--- src/rtl/program_sequencer.sv ---
// Instruction-address generator with stall, halt and a hardware call/return
// stack. The address and all control state are registered, so no input
// reaches an output combinationally.
//
// state      | meaning
// -----------+-----------------------------------------------------------
// ST_RUN     | accepting commands from the control unit
// ST_HALTED  | frozen after halt, overflow or underflow; only reset exits
module program_sequencer #(
    parameter int ADDR_W      = 12,
    parameter int STACK_DEPTH = 4,
    parameter logic [ADDR_W-1:0] RESET_ADDR = '0,
    localparam int DEPTH_W    = $clog2(STACK_DEPTH + 1)
) (
    input  logic               clk,
    input  logic               rst_n,
    input  logic               stall,
    input  logic               jmp,
    input  logic               call,
    input  logic               ret,
    input  logic               halt,
    input  logic [ADDR_W-1:0]  jmp_addr,
    output logic [ADDR_W-1:0]  addr_out,
    output logic [DEPTH_W-1:0] stack_depth,
    output logic               halted,
    output logic [1:0]         fault
);

    typedef enum logic {
        ST_RUN    = 1'b0,
        ST_HALTED = 1'b1
    } state_t;

    state_t             state, state_next;
    logic [ADDR_W-1:0]  addr_next;
    logic [DEPTH_W-1:0] depth_next;
    logic [1:0]         fault_next;
    logic               push;
    logic [ADDR_W-1:0]  stack_top;
    logic [ADDR_W-1:0]  stack_mem [STACK_DEPTH];

    // Stack top is the entry just below the current depth; zero when empty.
    always_comb begin
        stack_top = '0;
        for (int i = 0; i < STACK_DEPTH; i++) begin
            if (stack_depth == DEPTH_W'(i + 1)) begin
                stack_top = stack_mem[i];
            end
        end
    end

    // Command decode in priority order: halted > stall > halt > ret > call > jmp > increment.
    always_comb begin
        state_next = state;
        addr_next  = addr_out;
        depth_next = stack_depth;
        fault_next = fault;
        push       = 1'b0;
        if (state == ST_RUN && !stall) begin
            if (halt) begin
                state_next = ST_HALTED;
            end else if (ret) begin
                if (stack_depth != '0) begin
                    addr_next  = stack_top;
                    depth_next = stack_depth - DEPTH_W'(1);
                end else begin
                    fault_next[1] = 1'b1;
                    state_next    = ST_HALTED;
                end
            end else if (call) begin
                if (stack_depth != DEPTH_W'(STACK_DEPTH)) begin
                    push       = 1'b1;
                    depth_next = stack_depth + DEPTH_W'(1);
                    addr_next  = jmp_addr;
                end else begin
                    fault_next[0] = 1'b1;
                    state_next    = ST_HALTED;
                end
            end else if (jmp) begin
                addr_next = jmp_addr;
            end else begin
                addr_next = addr_out + ADDR_W'(1);
            end
        end
    end

    // Control state register; reset clears everything except stack contents.
    always_ff @(posedge clk or negedge rst_n) begin
        if (!rst_n) begin
            state       <= ST_RUN;
            addr_out    <= RESET_ADDR;
            stack_depth <= '0;
            fault       <= 2'b00;
        end else begin
            state       <= state_next;
            addr_out    <= addr_next;
            stack_depth <= depth_next;
            fault       <= fault_next;
        end
    end

    // Return-address storage; contents are meaningless after reset so no reset term.
    always_ff @(posedge clk) begin
        for (int i = 0; i < STACK_DEPTH; i++) begin
            if (push && stack_depth == DEPTH_W'(i)) begin
                stack_mem[i] <= addr_out + ADDR_W'(1);
            end
        end
    end

    assign halted = (state == ST_HALTED);

endmodule

--- config.mk ---
export PLATFORM = sky130hd
export DESIGN_NAME = program_sequencer
export DESIGN_NICKNAME = d
export VERILOG_FILES = /design/src/rtl/program_sequencer.sv
export SDC_FILE = /design/constraint.sdc
export NUM_CORES = 1
export LEC_CHECK = 0
export CAP_MARGIN = 20
export CORE_MARGIN = 8
export CORE_UTILIZATION = 62
export CTS_BUF_LIST = sky130_fd_sc_hd__clkbuf_4
export CTS_CLUSTER_SIZE = 8
export DETAILED_ROUTE_END_ITERATION = 8
export PLACE_DENSITY = 0.95
export SLEW_MARGIN = 20
export SYNTH_ARGS = -nofsm -noshare
export SYNTH_HDL_FRONTEND = slang
export SYNTH_SLANG_ARGS = --single-unit
--- constraint.sdc ---
create_clock -name clk -period 4.9 [get_ports clk]
set_input_delay 1.47 -clock clk [delete_from_list [all_inputs] [get_ports clk]]
set_output_delay 1.47 -clock clk [all_outputs]
set_load 0.02 [all_outputs]
==> results.md <==
- The run finished with clean final reports.
- The worst register-to-register path ends at stack_mem[3][6].
- After Yosys synthesis, and, or, nand and nor cells account for 14.74% of the synthesized area.
- The clock tree from TritonCTS is built.
- The quantity of I/O buffers inserted on ports is 36.
- The peak per-stage delay on the critical path is 0.70 ns.
- The core region is 5075 sq um.
- The post-CTS repair timing setup buffer count is 0.
- The first global-routing pass estimated 12.69 mm of wire.
- The worst setup path is launched from an input pin.
- In this run the mean area of a mapped cell was 12.08 sq um.
- In this run the most critical hold path is launched from fault[0].
- The proportion of synthesized flip-flops having asynchronous set or reset is 27.27%.
- In this run the tightest slew margin relative to its limit is 29.80%.
- The number of detailed-routing iterations run before antenna repair is 5.
- The fraction of the yosys area taken by sequential cells is 58.20%.
- The aggregate negative setup slack is 0 ns.
- The synthesized netlist devotes 17.21% of its cell area to compound gates.
- Summing the areas of all fa, ha and maj instances in the mapped netlist gives 2.694% of the synthesized area.
- The final global-route overflow total is 0.
- The depth of the worst hold-timing path is 1.
- Setup repair after global routing left no endpoint under its margin.
- For this design the static power due to leakage is 0.001348 uW.
- The die is 88.41 um wide.
- In the synthesized netlist, mux cells make up 0.3079% of the area.
- The post-synthesis cell count is 269.
- After clock tree synthesis, the repair step resized 0 gates.
- The cell sitting at the root of the clock tree is a clkbuf_4.
- The number of distinct library cells after synthesis is 58.
- The synthesized netlist occupies a cell area of 3251 sq um.
- The final weighted congestion in routability-driven placement is 0.8626.
- STA puts the critical path data required time at 5.02 ns.
- The CTS buffer count is 9.
- The total area of sequential cells is 1892 sq um.
- After synthesis, the largest family of logic cells by area is compound AO/OA/AOI/OAI gates.
- Setup slack on the worst reg-to-reg path comes out at 2.20 ns.
- The clock-pin slew on the worst setup and hold paths is 0.12 ns.
- The count of antenna-violating nets left after detailed routing is 0.
- Across the VDD grid, the largest voltage drop is 271.5 uV.
- The number of cell instances on the worst register-to-register path is 5.
- The starting utilization of the core area is 64.05%.
- The startpoint of the lowest-slack register-to-register path is stack_depth[2].
- In this run, the number of DRC markers left after iteration 0 of detailed routing was 291.
- The post-route cell area is 3785 sq um.
- The shortest clock period the worst path allows after layout is 3.376 ns.
- CTS saw 66 sinks.
- The number of buffers between clock root and the deepest sink is 2.
- Relative to the synthesized area, the layout overhead comes to 16.44%.
- The maximum achievable frequency is 296.2 MHz.
- Data on the critical path arrives at its endpoint at 3.49 ns.
- When the netlist entered floorplanning its net count stood at 295.
- Of the total synthesized cell area, the portion taken by XOR and XNOR cells is 2.425%.
- Clock skew on the completed layout was measured at 0.01806 ns.
- The number of global-route vias before repair is 2477.
- The max-slew violation total from the final report is 0.
- Traced cell by cell, the critical path runs through clkdlybuf4s50_1 -> nor3_1 -> nand2_1 -> nor3b_1 -> buf_4.
- Entering global routing, the biggest net connects 29 pins.
- Dividing total power by cell area gives a power density of 417.8 nW/um^2.
- The library cells used most frequently in the layout, excluding fill and tap cells, are 48 x edfxtp_1, 36 x clkdlybuf4s50_1, 27 x nor2_1.
- Leaving out fill and tap cells, the most frequent cell in the layout is edfxtp_1.
- The initial antenna violation count is 0.
- Across the run, the number of max-cap violations was 0.
- Measured along the y axis, the die boundary spans 88.41 um.
- The repair_antennas step left the layout with diodes totalling 0.
- After detailed routing, the number of remaining DRC violations is 0.
- The buffering stage count on the worst path with inverters included is 2.
- The overall global routing resource usage is 21.80%.
- The slowest stage of the critical path belongs to the cell nor3b_1.
- The half-perimeter wire length after placement is 5.386 mm.
- Of the available clock period, the critical path in the final layout requires 68.90%.
- In the routed layout, each cell is associated on average with a via count of 6.539.
- The number of buffers added to fix hold violations after cts is 0.
- The clock insertion delay at the later pin of the skew report is 0.42 ns.
- The primary flip-flop cell chosen by synthesis mapping is edfxtp_1.
- Broken down by cell family, the worst path's largest delay share belongs to simple AND/OR/NAND/NOR gates.
- The fill cell instance count of the final layout is 328.
- Row generation in the floorplan step produced 26 rows.
- Setup violations remaining at the end of the flow were counted as 0.
- The number of warnings printed during yosys synthesis is 0.
- The count of endpoints failing hold in the final timing report came to 0.
- The H-tree was split into 3 levels.
- The area occupied by multi-input gates is 1215 sq um.
- The post-synthesis sequential element count is 66.
- The average wire length per cell after detail routing is 20.61 um.
- The critical path is of the in2reg type.
- The count of flip-flops with a built-in enable after synthesis is 48.
- The min-delay analysis places its worst path in the category reg2reg.
- The total wire length is 7.915 mm.
- The destination of the worst hold path is fault[0].
- The post-route netlist has 9.873% of its cells at a drive strength greater than 1.
- The worst setup path is captured at a flop.
- The largest driver fanout on the critical path is 8.
- The floorplan step defined a die boundary enclosing 7816 sq um.
- The detailed-route via count is 2511.
- 37 I/O pins were placed.
- Once placement finished, the instance area stood at 3656 sq um.
- The net count of the finished layout is 335.
- The transition time at the pin with the least slew margin is 1.053 ns.
## registers in the layout (all words and copies together), names as in the netlist
signal       cells
addr_out        12
stack_mem       48
stack_depth      3
fault            2
halted           1
## per-stage QoR
| stage | power, uW | setup WS (ns) | hold slack [ns] | util [%] | std cells |
|---|---|---|---|---|---|
| floorplan | 1051 | 1.605 | 0.5909 | - | 269 |
| global placement | 1214 | 1.266 | 0.4613 | 71.89 | 367 |
| detailed placement | 1235 | 1.103 | 0.4652 | 72.04 | 368 |
| CTS | 1576 | 1.523 | 0.4930 | 74.58 | 384 |
| global route | 1660 | 1.378 | 0.5212 | 74.58 | 384 |
| finish | 1581 | 1.524 | 0.4927 | 74.58 | 384 |
## cell type report
class | instances | area share [%]
inverter | 13 | 1.289
tap | 70 | 2.314
timing repair buffer | 43 | 10.91
clock buffer | 11 | 2.182
sequential | 66 | 49.98
clock inverter | 5 | 1.223
multi-input combinational | 176 | 32.10
## Yosys cell counts, drive strengths merged (3+ instances only)
cell type | instances | area (sq um)
edfxtp | 48 | 1441
nor2 | 27 | 101.4
dfrtp | 18 | 450.4
nand2 | 16 | 60.06
inv | 13 | 48.80
or3 | 12 | 75.07
buf | 10 | 75.07
o21ai | 10 | 50.04
a31oi | 8 | 56.30
a221o | 7 | 70.07
ha | 7 | 87.58
a21oi | 6 | 30.03
nand3 | 6 | 35.03
a311o | 5 | 50.05
o2111ai | 5 | 43.79
xor2 | 5 | 43.79
a211oi | 4 | 30.03
a221oi | 4 | 52.56
nand3b | 4 | 30.03
nor3 | 4 | 20.02
xnor2 | 4 | 35.03
clkbuf | 3 | 11.26
nand4 | 3 | 31.28
nor3b | 3 | 27.52
o221ai | 3 | 26.28
o22ai | 3 | 18.77
## power breakdown
group	internal (uW)	total [uW]	switching, uW
clock network	162	352	190
logic	198	478	280
registers	675	752	76.5
total	1030	1580	547
## kinds of logic after synthesis
| group | count (synthesis) |
|---|---|
| AND/OR/NAND/NOR | 89 |
| AO/OA/AOI/OAI | 70 |
| flip-flops | 66 |
| buffers and inverters | 27 |
| XOR/XNOR | 9 |
| adder cells (fa/ha/maj) | 7 |
| multiplexers | 1 |
## worst max path at each step
| stage | start | end | slack [ns] | cells past startpoint |
|---|---|---|---|---|
| floorplan | halt | stack_mem[2][0] | 1.60 | 3 |
| finish | halt | stack_mem[1][8] | 1.52 | 5 |
| CTS | halt | stack_mem[1][8] | 1.52 | 5 |
| global route | ret | addr_out[0] | 1.38 | 6 |
| detailed placement | halt | stack_mem[1][1] | 1.10 | 5 |
| global placement | call | stack_mem[1][1] | 1.27 | 5 |
## per-layer routing
| metal | global-route usage (%) | wire (um) |
|---|---|---|
| met3 | 6.685 | 722 |
| met5 | 0 | 0 |
| met1 | 26.58 | 3093 |
| met2 | 35.17 | 3943 |
| met4 | 8.756 | 155 |
(Power assumes the default switching activity.)
